[src/rtl/b_sram_reader_if.sv]
// Beat stream from b_sram_reader toward the systolic array.
// The master drives b_valid/b_data/b_last. The slave (the array) drives b_ready.
interface b_sram_reader_if #(
    parameter int MATRIX_SIZE = 32
);
    logic                     b_valid;
    logic                     b_ready;
    logic [8*MATRIX_SIZE-1:0] b_data;
    logic                     b_last;

    modport master (
        output b_valid,
        output b_data,
        output b_last,
        input  b_ready
    );

    modport slave (
        input  b_valid,
        input  b_data,
        input  b_last,
        output b_ready
    );
endinterface

[src/rtl/b_sram_reader.sv]
// b_sram_reader: reads one B tile of ACC_DEPTH words from b_sram and absorbs its
// one-cycle read latency through a 2-entry FIFO. It then streams the tile to the
// systolic array as MATRIX_SIZE byte lanes per beat, under valid/ready backpressure.
// Optional feature macro: B_SKEW_EN. When it is defined, lane k is delayed by k beats,
// which produces the diagonal skew the array expects. The tile then takes
// ACC_DEPTH + MATRIX_SIZE - 1 beats.
module b_sram_reader #(
    parameter int MATRIX_SIZE = 32,
    parameter int ACC_DEPTH   = 16,
    parameter int ADDR_WIDTH  = 11,
    parameter int DATA_WIDTH  = 264
) (
    input  logic                  clk,
    input  logic                  rst_n,
    input  logic                  start,
    input  logic [ADDR_WIDTH-1:0] tile_base,
    output logic                  sram_output_en,
    output logic [ADDR_WIDTH-1:0] sram_addr,
    input  logic [DATA_WIDTH-1:0] sram_data_in,
    b_sram_reader_if.master       b,
    output logic                  busy,
    output logic                  done
);
    localparam int LANE_W = 8 * MATRIX_SIZE;
`ifdef B_SKEW_EN
    localparam int NUM_BEATS = ACC_DEPTH + MATRIX_SIZE - 1;
`else
    localparam int NUM_BEATS = ACC_DEPTH;
`endif
    localparam int BEAT_W = $clog2(NUM_BEATS + 1);
    localparam int RD_W   = $clog2(ACC_DEPTH + 1);

    localparam logic [BEAT_W-1:0] BEAT_DATA_END = BEAT_W'(ACC_DEPTH);
    localparam logic [BEAT_W-1:0] BEAT_LAST     = BEAT_W'(NUM_BEATS - 1);
    localparam logic [RD_W-1:0]   RD_LAST       = RD_W'(ACC_DEPTH - 1);

    typedef enum logic [1:0] {IDLE, READ, DRAIN, DONE} state_t;

    state_t state, state_nxt;

    logic [RD_W-1:0]       rd_cnt;
    logic [BEAT_W-1:0]     beat_cnt;
    logic [ADDR_WIDTH-1:0] addr_q;
    logic                  rd_vld_p1;      // a read issued last cycle returns data this cycle
    logic [LANE_W-1:0]     fifo_mem [2];
    logic                  wr_ptr, rd_ptr;
    logic [1:0]            fifo_cnt;
    logic [2:0]            fifo_commit;
    logic                  start_acc, data_beat, beat_vld, accept, push, pop, credit_ok;
    logic [LANE_W-1:0]     head, lane_data;
    logic                  unused_hi;

    // The array only consumes the lane bytes; the upper word bits are unused.
    assign unused_hi = ^sram_data_in[DATA_WIDTH-1:LANE_W];

    assign start_acc = (state == IDLE) && start;
    assign data_beat = (beat_cnt < BEAT_DATA_END);
    assign head      = fifo_mem[rd_ptr];

    // Beats that carry a tile word need the FIFO to hold that word.
    // Flush beats carry only skew residue, so they are always valid.
    assign beat_vld  = ((state == READ) || (state == DRAIN)) &&
                       (data_beat ? (fifo_cnt != 2'd0) : 1'b1);
    assign accept    = beat_vld && b.b_ready;
    assign pop       = accept && data_beat;
    assign push      = rd_vld_p1;

    // Count the FIFO slots already claimed: occupancy plus in-flight read,
    // minus this cycle's pop. A new read is issued only while a slot is still free.
    assign fifo_commit = {1'b0, fifo_cnt} + {2'b00, rd_vld_p1} - {2'b00, pop};
    assign credit_ok   = (fifo_commit < 3'd2);

    assign sram_addr = addr_q;
    assign b.b_valid = beat_vld;
    assign b.b_data  = beat_vld ? lane_data : '0;
    assign b.b_last  = beat_vld && (beat_cnt == BEAT_LAST);

    // State register.
    always_ff @(posedge clk or negedge rst_n) begin
        if (!rst_n) begin
            state <= IDLE;
        end else begin
            state <= state_nxt;
        end
    end

    // Next-state logic and the read strobe / status outputs.
    always_comb begin
        state_nxt      = state;
        sram_output_en = 1'b0;
        busy           = 1'b0;
        done           = 1'b0;
        case (state)
            IDLE: begin
                if (start) state_nxt = READ;
            end
            READ: begin
                busy           = 1'b1;
                sram_output_en = credit_ok;
                if (credit_ok && (rd_cnt == RD_LAST)) state_nxt = DRAIN;
            end
            DRAIN: begin
                busy = 1'b1;
                if (accept && (beat_cnt == BEAT_LAST)) state_nxt = DONE;
            end
            DONE: begin
                done      = 1'b1;
                state_nxt = IDLE;
            end
            default: state_nxt = IDLE;
        endcase
    end

    // Read address/count, beat counter, read-latency tracking and FIFO bookkeeping.
    always_ff @(posedge clk or negedge rst_n) begin
        if (!rst_n) begin
            rd_cnt    <= '0;
            beat_cnt  <= '0;
            addr_q    <= '0;
            rd_vld_p1 <= 1'b0;
            wr_ptr    <= 1'b0;
            rd_ptr    <= 1'b0;
            fifo_cnt  <= 2'd0;
        end else begin
            rd_vld_p1 <= sram_output_en;
            if (start_acc) begin
                rd_cnt   <= '0;
                beat_cnt <= '0;
                addr_q   <= tile_base;
            end else begin
                if (sram_output_en) begin
                    rd_cnt <= rd_cnt + 1'b1;
                    addr_q <= addr_q + 1'b1;
                end
                if (accept) beat_cnt <= beat_cnt + 1'b1;
            end
            if (push) wr_ptr <= ~wr_ptr;
            if (pop)  rd_ptr <= ~rd_ptr;
            case ({push, pop})
                2'b10:   fifo_cnt <= fifo_cnt + 2'd1;
                2'b01:   fifo_cnt <= fifo_cnt - 2'd1;
                default: fifo_cnt <= fifo_cnt;
            endcase
        end
    end

    // Capture the returned SRAM word in the cycle after its read.
    always_ff @(posedge clk) begin
        if (push) fifo_mem[wr_ptr] <= sram_data_in[LANE_W-1:0];
    end

`ifdef B_SKEW_EN
    for (genvar k = 0; k < MATRIX_SIZE; k++) begin : g_lane
        logic [7:0] lane_in;
        assign lane_in = data_beat ? head[8*k +: 8] : 8'h00;
        if (k == 0) begin : g_direct
            assign lane_data[7:0] = lane_in;
        end else if (k == 1) begin : g_one
            logic [7:0] sr;
            // One-beat delay line for lane 1; it advances only when a beat is accepted.
            always_ff @(posedge clk) begin
                if (start_acc)   sr <= 8'h00;
                else if (accept) sr <= lane_in;
            end
            assign lane_data[15:8] = sr;
        end else begin : g_multi
            logic [8*k-1:0] sr;
            // k-beat delay line for lane k; the oldest byte sits at the top.
            always_ff @(posedge clk) begin
                if (start_acc)   sr <= '0;
                else if (accept) sr <= {sr[8*k-9:0], lane_in};
            end
            assign lane_data[8*k +: 8] = sr[8*k-1 -: 8];
        end
    end
`else
    assign lane_data = head;
`endif
endmodule

[src/flat_wrapper.sv]
// flat-port wrapper written by rule: the top's interface ports become plain ports
module b_sram_reader_flat 
#(
    parameter int MATRIX_SIZE = 32,
    parameter int ACC_DEPTH   = 16,
    parameter int ADDR_WIDTH  = 11,
    parameter int DATA_WIDTH  = 264
)
  (clk, rst_n, start, tile_base, sram_output_en, sram_addr, sram_data_in, busy, done, b_b_valid, b_b_data, b_b_last, b_b_ready);
  b_sram_reader_if #(.MATRIX_SIZE(MATRIX_SIZE)) b_i ();
  input  logic clk;
  input  logic rst_n;
  input  logic start;
  input  logic [ADDR_WIDTH-1:0] tile_base;
  output logic sram_output_en;
  output logic [ADDR_WIDTH-1:0] sram_addr;
  input  logic [DATA_WIDTH-1:0] sram_data_in;
  output logic busy;
  output logic done;
  output wire logic [$bits(b_i.b_valid)-1:0] b_b_valid;
  output wire logic [$bits(b_i.b_data)-1:0] b_b_data;
  output wire logic [$bits(b_i.b_last)-1:0] b_b_last;
  input wire logic [$bits(b_i.b_ready)-1:0] b_b_ready;
  assign b_b_valid = b_i.b_valid;
  assign b_b_data = b_i.b_data;
  assign b_b_last = b_i.b_last;
  assign b_i.b_ready = b_b_ready;
  b_sram_reader #(.MATRIX_SIZE(MATRIX_SIZE), .ACC_DEPTH(ACC_DEPTH), .ADDR_WIDTH(ADDR_WIDTH), .DATA_WIDTH(DATA_WIDTH)) u_core (.clk(clk), .rst_n(rst_n), .start(start), .tile_base(tile_base), .sram_output_en(sram_output_en), .sram_addr(sram_addr), .sram_data_in(sram_data_in), .b(b_i), .busy(busy), .done(done));
endmodule
[config.mk]
export PLATFORM = sky130hd
export DESIGN_NAME = b_sram_reader_flat
export DESIGN_NICKNAME = d
export VERILOG_FILES = /design/src/rtl/b_sram_reader_if.sv /design/src/rtl/b_sram_reader.sv /design/src/flat_wrapper.sv
export SDC_FILE = /design/constraint.sdc
export NUM_CORES = 1
export LEC_CHECK = 0
export CAP_MARGIN = 20
export CORE_AREA = 2 2 216 218
export CTS_CLUSTER_SIZE = 28
export DETAILED_ROUTE_END_ITERATION = 10
export DIE_AREA = 0 0 218 220
export PLACE_DENSITY_LB_ADDON = 0.1
export SLEW_MARGIN = 20
export SYNTH_ARGS = -nofsm -noshare
export SYNTH_HDL_FRONTEND = slang
export SYNTH_SLANG_ARGS = --single-unit
export TNS_END_PERCENT = 20
[constraint.sdc]
create_clock -name clk -period 35.7 [get_ports clk]
set_clock_uncertainty 0.2 [all_clocks]
set_input_delay 5.355 -clock clk [delete_from_list [all_inputs] [get_ports clk]]
set_output_delay 5.355 -clock clk [all_outputs]
set_load 0.1 [all_outputs]
# == Word-level counts from Yosys, hierarchy flattened ==
# Memory sizes are Yosys's and may differ from the RTL's.
# Cells that the tools add are included.
# word_totals
regBits,28
mem_bits_rw,512
inputBits,279
out_inout_bits,272
word_cells,63
mem_count,1
# classes
n_addsub,7
magnitude_cmp,2
eq_ne,10
mux,18
bitwise_logic,2
n_reduce_logical,15
# mem_list
memory,words,width,rd,rd_clocked_by_memory_dff,wr,line,text
u_core.fifo_mem,2,256,1,0,1,b_sram_reader.sv:45,logic [LANE_W-1:0] fifo_mem [2];
# op_table
operator,n
256-bit two-way mux,1
11-bit two-way mux,2
5-bit two-way mux,4
"11-bit by 1-bit adder with 11-bit output, second input constant",1
"5-bit by 1-bit adder with 5-bit output, second input constant",2
"5-bit by 4-bit equality test with 1-bit output, second input constant",2
2-bit case mux with 4 select lines,1
2-bit nonzero test,4
1-bit logical AND,7
"2-bit equality test, second input constant",3
1-bit two-way mux,6
2-bit two-way mux,3
"2-bit inequality test, second input constant",3
"5-bit less-than comparator, second input constant",1
"2-bit by 1-bit equality test with 1-bit output, second input constant",2
2-bit case mux with 2 select lines,1
2-bit by 1-bit adder with 3-bit output,1
"3-bit by 2-bit less-than comparator with 1-bit output, second input constant",1
3-bit AND reduction,1
3-bit by 1-bit subtractor with 3-bit output,1
"2-bit by 1-bit adder with 2-bit output, second input constant",1
2-bit logical NOT,1
1-bit NOT,2
2-bit OR reduction,1
2 further kinds,2

# == Longest topological paths before layout ==
# depth
ltp_word,10
ltp_mapped,15
depth_no_buf,13

# == Least setup slack after synthesis ==
# Ideal clock, no wire load.
# synth_timing
path_type,input to output
start,input port b_b_ready
end,output port sram_output_en
t_arrival_ns,7.726
required_time_ns,30.145
setup_slack_ns,22.419
path_stages,7
n_path_buf,0
cell_sequence,nand2_4 nor2_1 ha_1 nand2b_1 fa_1 nand2_1 nor2_2
# synth_via
elab_chain_cells,5
# synth_rtl
element,line,text
start: declaration,flat_wrapper.sv:23,input wire logic [$bits(b_i.b_ready)-1:0] b_b_ready;
1-bit logical AND,b_sram_reader.sv:64,assign accept = beat_vld && b.b_ready;
1-bit logical AND,b_sram_reader.sv:65,assign pop = accept && data_beat;
via u_core.pop,b_sram_reader.sv:49,"logic start_acc, data_beat, beat_vld, accept, push, pop, credit_ok;"
3-bit by 1-bit subtractor with 3-bit output,b_sram_reader.sv:70,"assign fifo_commit = {1'b0, fifo_cnt} + {2'b00, rd_vld_p1} - {2'b00, pop};"
3-bit by 2-bit less-than comparator with 1-bit output,b_sram_reader.sv:71,assign credit_ok = (fifo_commit < 3'd2);
1-bit two-way mux,b_sram_reader.sv:93,case (state)
end: declaration,flat_wrapper.sv:15,output logic sram_output_en;
# The timed path passes the listed nets, and every way through them passes these cells.

# == Final worst setup path ==
# Same ends and word-level chain as after synthesis.

==> impl_metrics.toml <==
[status]
outcome = "complete, no violations"

[floorplanning]
die_h_um = 220
initial_core_util = 0.454
design.die.area_sq_mm = 0.0480
core_sq_mm = 0.0459
boundaryPins = 551
rows = 79
die_w_um = 218

[timing]
setup_viol_count_final = 0
timing_worst_slew_pin_value_ns = 1.18
worst_slew_margin_rel = 0.213
fmax_ghz = 0.0670
final.setup.tns_ns = 0
period_minus_slack_ns = 14.92
crit_share_post_route = 0.418
maxSlewViolCount = 0
hold_viol = 0
rsz0062_at_grt = "no"

[logic_synthesis]
synth-seq-cells = 540
netlist.top_cell.by_area = "sky130_fd_sc_hd__edfxtp_1"
synthesized_netlist_cell_count = 1248
netlist.area_leader.share = 0.739
synthesis.area_sq_mm = 0.0208
combinational_family_with_the_most_area_after_synthesis = "multiplexers"
ys.warnings.count = 0
synth.yosys.seq_area_share = 0.772
synth-adder-area-share = 0.00817
synth.area.top_cells = "sky130_fd_sc_hd__edfxtp_1, sky130_fd_sc_hd__mux2i_1, sky130_fd_sc_hd__nor2_1, sky130_fd_sc_hd__dfrtp_1, sky130_fd_sc_hd__buf_2"
postSynthNetCount = 1540
synth_compound_area_frac = 0.00655
synth_simple_gate_area_frac = 0.0641
synth_cell_type_count = 38
synth.avg_cell_area_sq_um = 16.7
muxShareOfSynthArea = 0.125
xor_xnor_share_of_the_synthesized_area = 0.00757

[route]
drt_first_iter_violations = 756
num_vias = 12300
drt_via_density = 5.00
drt_pre_antenna_iters = 5
detail-route-antenna-nets = 0
drc_errors = 0
drt-wirelength-per-cell_um = 20.6
drt-total-wl_mm = 50.5

[critical_path]
crit_type = "input pin to primary output"
cp_data_required_time_ns = 30.14
crit_path_max_incr_delay_ns = 1.05
critical_path.startpoint_type = "input pin"
path_common_cell = "sky130_fd_sc_hd__clkdlybuf4s50_1"
path_cells = "clkdlybuf4s50_1, nand2_4, nor2_1, ha_1, nand2b_1, fa_1, xor2_1, nor2_2, clkdlybuf4s50_1"
crit_path_capture_type = "primary output"
worst-endpoint-arrival_ns = 9.37
path_max_fanout = 12
rr_startpoint = "u_core.state[1]$_DFFE_PN0P_"
setup.worst_path.start = "b_b_ready"
critPathSlowestCell = "sky130_fd_sc_hd__clkdlybuf4s50_1"

[grt]
grt_pass1_wl_mm = 72.8
grt_usage = 0.203
grt_max_degree = 92
via_count_of_the_first_global_routing_pass = 12000
antenna_found_initial = 12
globalRoute.totalOverflow = 0

[clock_tree]
cts_buffers = 55
cts_num_sinks = 540
cts_tree = "done"
clk_pin_slew_ns = 0.06
cts_max_path_buffers = 3
cts_max_level = 2
post_cts.repair.setup_buffers = 0
clk-insertion-delay-late_ns = 0.58
hold_buffers = 0
cts_repair_resizes = 0
clock-root-buffer = "sky130_fd_sc_hd__clkbuf_16"

[layout]
nFillCells = 3487
fraction_of_final_layout_cells_sized_beyond_drive_strength_1 = 0.0501
finalCoreUtilization = 0.622
finish.net_count = 2091
layout-area-overhead-vs-synth_pct = 37.0

[job]
cap_viol_max_count = 0

[placed_design]
gp_congestion = 0.806
place.port_buffers = 542
dp_hpwl_mm = 33.4

[min_path]
worst_hold_path_type = "register to register"
hold_start = "u_core.push$_DFF_PN0_"
## layer usage
| layer | wire length [um] | vias to the layer above | part of all wire | GRT usage |
|---|---|---|---|---|
| met1 | 19300 | 6030 | 0.38 | 0.243 |
| met4 | 1450 | 12 | 0.029 | 0.0732 |
| met2 | 24900 | 400 | 0.49 | 0.334 |
| met3 | 4800 | 89 | 0.095 | 0.0767 |
| met5 | 65 | - | 0.0013 | 0 |
| li1 | - | 5723 | - | - |
## sequential cells by signal, indices dropped and copies added (netlist names)
| signal | flops |
|---|---|
| u_core.sram_addr | 11 |
| u_core.push | 1 |
| u_core.fifo_mem | 512 |
| u_core.rd_ptr | 1 |
| u_core.fifo_cnt | 2 |
| u_core.beat_cnt | 5 |
| u_core.state | 2 |
| u_core.wr_ptr | 1 |
| u_core.rd_cnt | 5 |
## critical path: cells and delay by family
| kind | cells | cell delay, ns |
|---|---|---|
| buffers and inverters | 2 | 1.66 |
| AND/OR/NAND/NOR | 4 | 0.80 |
| XOR/XNOR | 1 | 0.85 |
| adder cells (fa/ha/maj) | 2 | 0.70 |
## synth_stat cells (all sizes together)
| master | count |
|---|---|
| edfxtp | 512 |
| or3 | 1 |
| a311oi | 1 |
| a211oi | 1 |
| buf | 54 |
| and2 | 4 |
| and3 | 3 |
| nor2 | 269 |
| nand2b | 3 |
| o21ai | 12 |
| mux2i | 258 |
| a21oi | 4 |
| clkbuf | 9 |
| clkinv | 1 |
| xor2 | 6 |
| fa | 1 |
| a31oi | 1 |
| nand4 | 3 |
| mux2 | 1 |
| dfrtp | 28 |
| o211ai | 1 |
| nor4 | 4 |
| a22oi | 1 |
| a32oi | 1 |
| xnor2 | 12 |
| nand2 | 22 |
| nand3 | 9 |
| a221o | 1 |
| inv | 6 |
| nor3 | 5 |
| ha | 12 |
| nor3b | 2 |
## area by class of cell
class	count	area, sq um	share of cell area
Antenna cell	7	17.5	0.000614
Clock inverter	30	279	0.00978
Tap cell	607	759	0.0266
Timing Repair Buffer	557	5540	0.194
Sequential cell	540	16100	0.564
Clock buffer	66	1420	0.0497
Inverter	7	31.3	0.00110
Multi-Input combinational cell	638	4400	0.154
## layout by cell type (no fill, tap or decap), types with 3 or more instances in the layout
master / netlist / layout
sky130_fd_sc_hd__bufinv_16: 0 / 6
sky130_fd_sc_hd__buf_4: 0 / 15
sky130_fd_sc_hd__xor2_1: 6 / 6
sky130_fd_sc_hd__clkinv_1: 0 / 20
sky130_fd_sc_hd__o21ai_0: 12 / 12
sky130_fd_sc_hd__mux2i_1: 258 / 258
sky130_fd_sc_hd__nor2_1: 268 / 267
sky130_fd_sc_hd__edfxtp_1: 512 / 512
sky130_fd_sc_hd__clkbuf_1: 9 / 11
sky130_fd_sc_hd__clkinv_2: 0 / 3
sky130_fd_sc_hd__nand4_1: 3 / 3
sky130_fd_sc_hd__diode_2: 0 / 7
sky130_fd_sc_hd__nand2_1: 21 / 21
sky130_fd_sc_hd__nor3_1: 5 / 5
sky130_fd_sc_hd__ha_1: 12 / 12
sky130_fd_sc_hd__nand3_1: 9 / 9
sky130_fd_sc_hd__inv_1: 6 / 6
sky130_fd_sc_hd__clkbuf_16: 0 / 55
sky130_fd_sc_hd__and3_1: 3 / 3
sky130_fd_sc_hd__a21oi_1: 4 / 4
sky130_fd_sc_hd__clkdlybuf4s50_1: 0 / 542
sky130_fd_sc_hd__dfrtp_1: 28 / 27
sky130_fd_sc_hd__xnor2_1: 12 / 12
## through the flow
step	area [sq um]	instances	hold slack [ns]	setup WS, ns
after CTS	28500	2445	0.349	20.73
after floorplan	20800	1248	0.254	22.42
after detailed placement	26800	2349	0.335	20.75
after global placement	26800	2349	0.324	20.78
final	28500	2452	0.342	20.78
after global routing	28500	2449	0.365	20.55
## logic make-up after synthesis
family	count (synthesis)
flip-flops	540
AND/OR/NAND/NOR	325
multiplexers	259
buffers and inverters	70
AO/OA/AOI/OAI	23
XOR/XNOR	18
adder cells (fa/ha/maj)	13
## worst paths after layout
kind,end,depth (start not counted),slack (ns)
setup reg to reg,u_core.state[1]$_DFFE_PN0P_,13,31.07
min in group asynchronous,u_core.sram_addr[10]$_DFFE_PN0P_,2,4.96
max in group asynchronous,u_core.rd_ptr$_DFFE_PN0P_,2,30.01
hold reg to reg,u_core.wr_ptr$_DFFE_PN0P_,1,0.34
setup / recovery,sram_output_en,9,20.78
hold / removal,u_core.wr_ptr$_DFFE_PN0P_,1,0.34
Power is left out: the tool's default activity adds up to more than one toggle a clock period on the data nets, which glitch-free logic cannot reach.
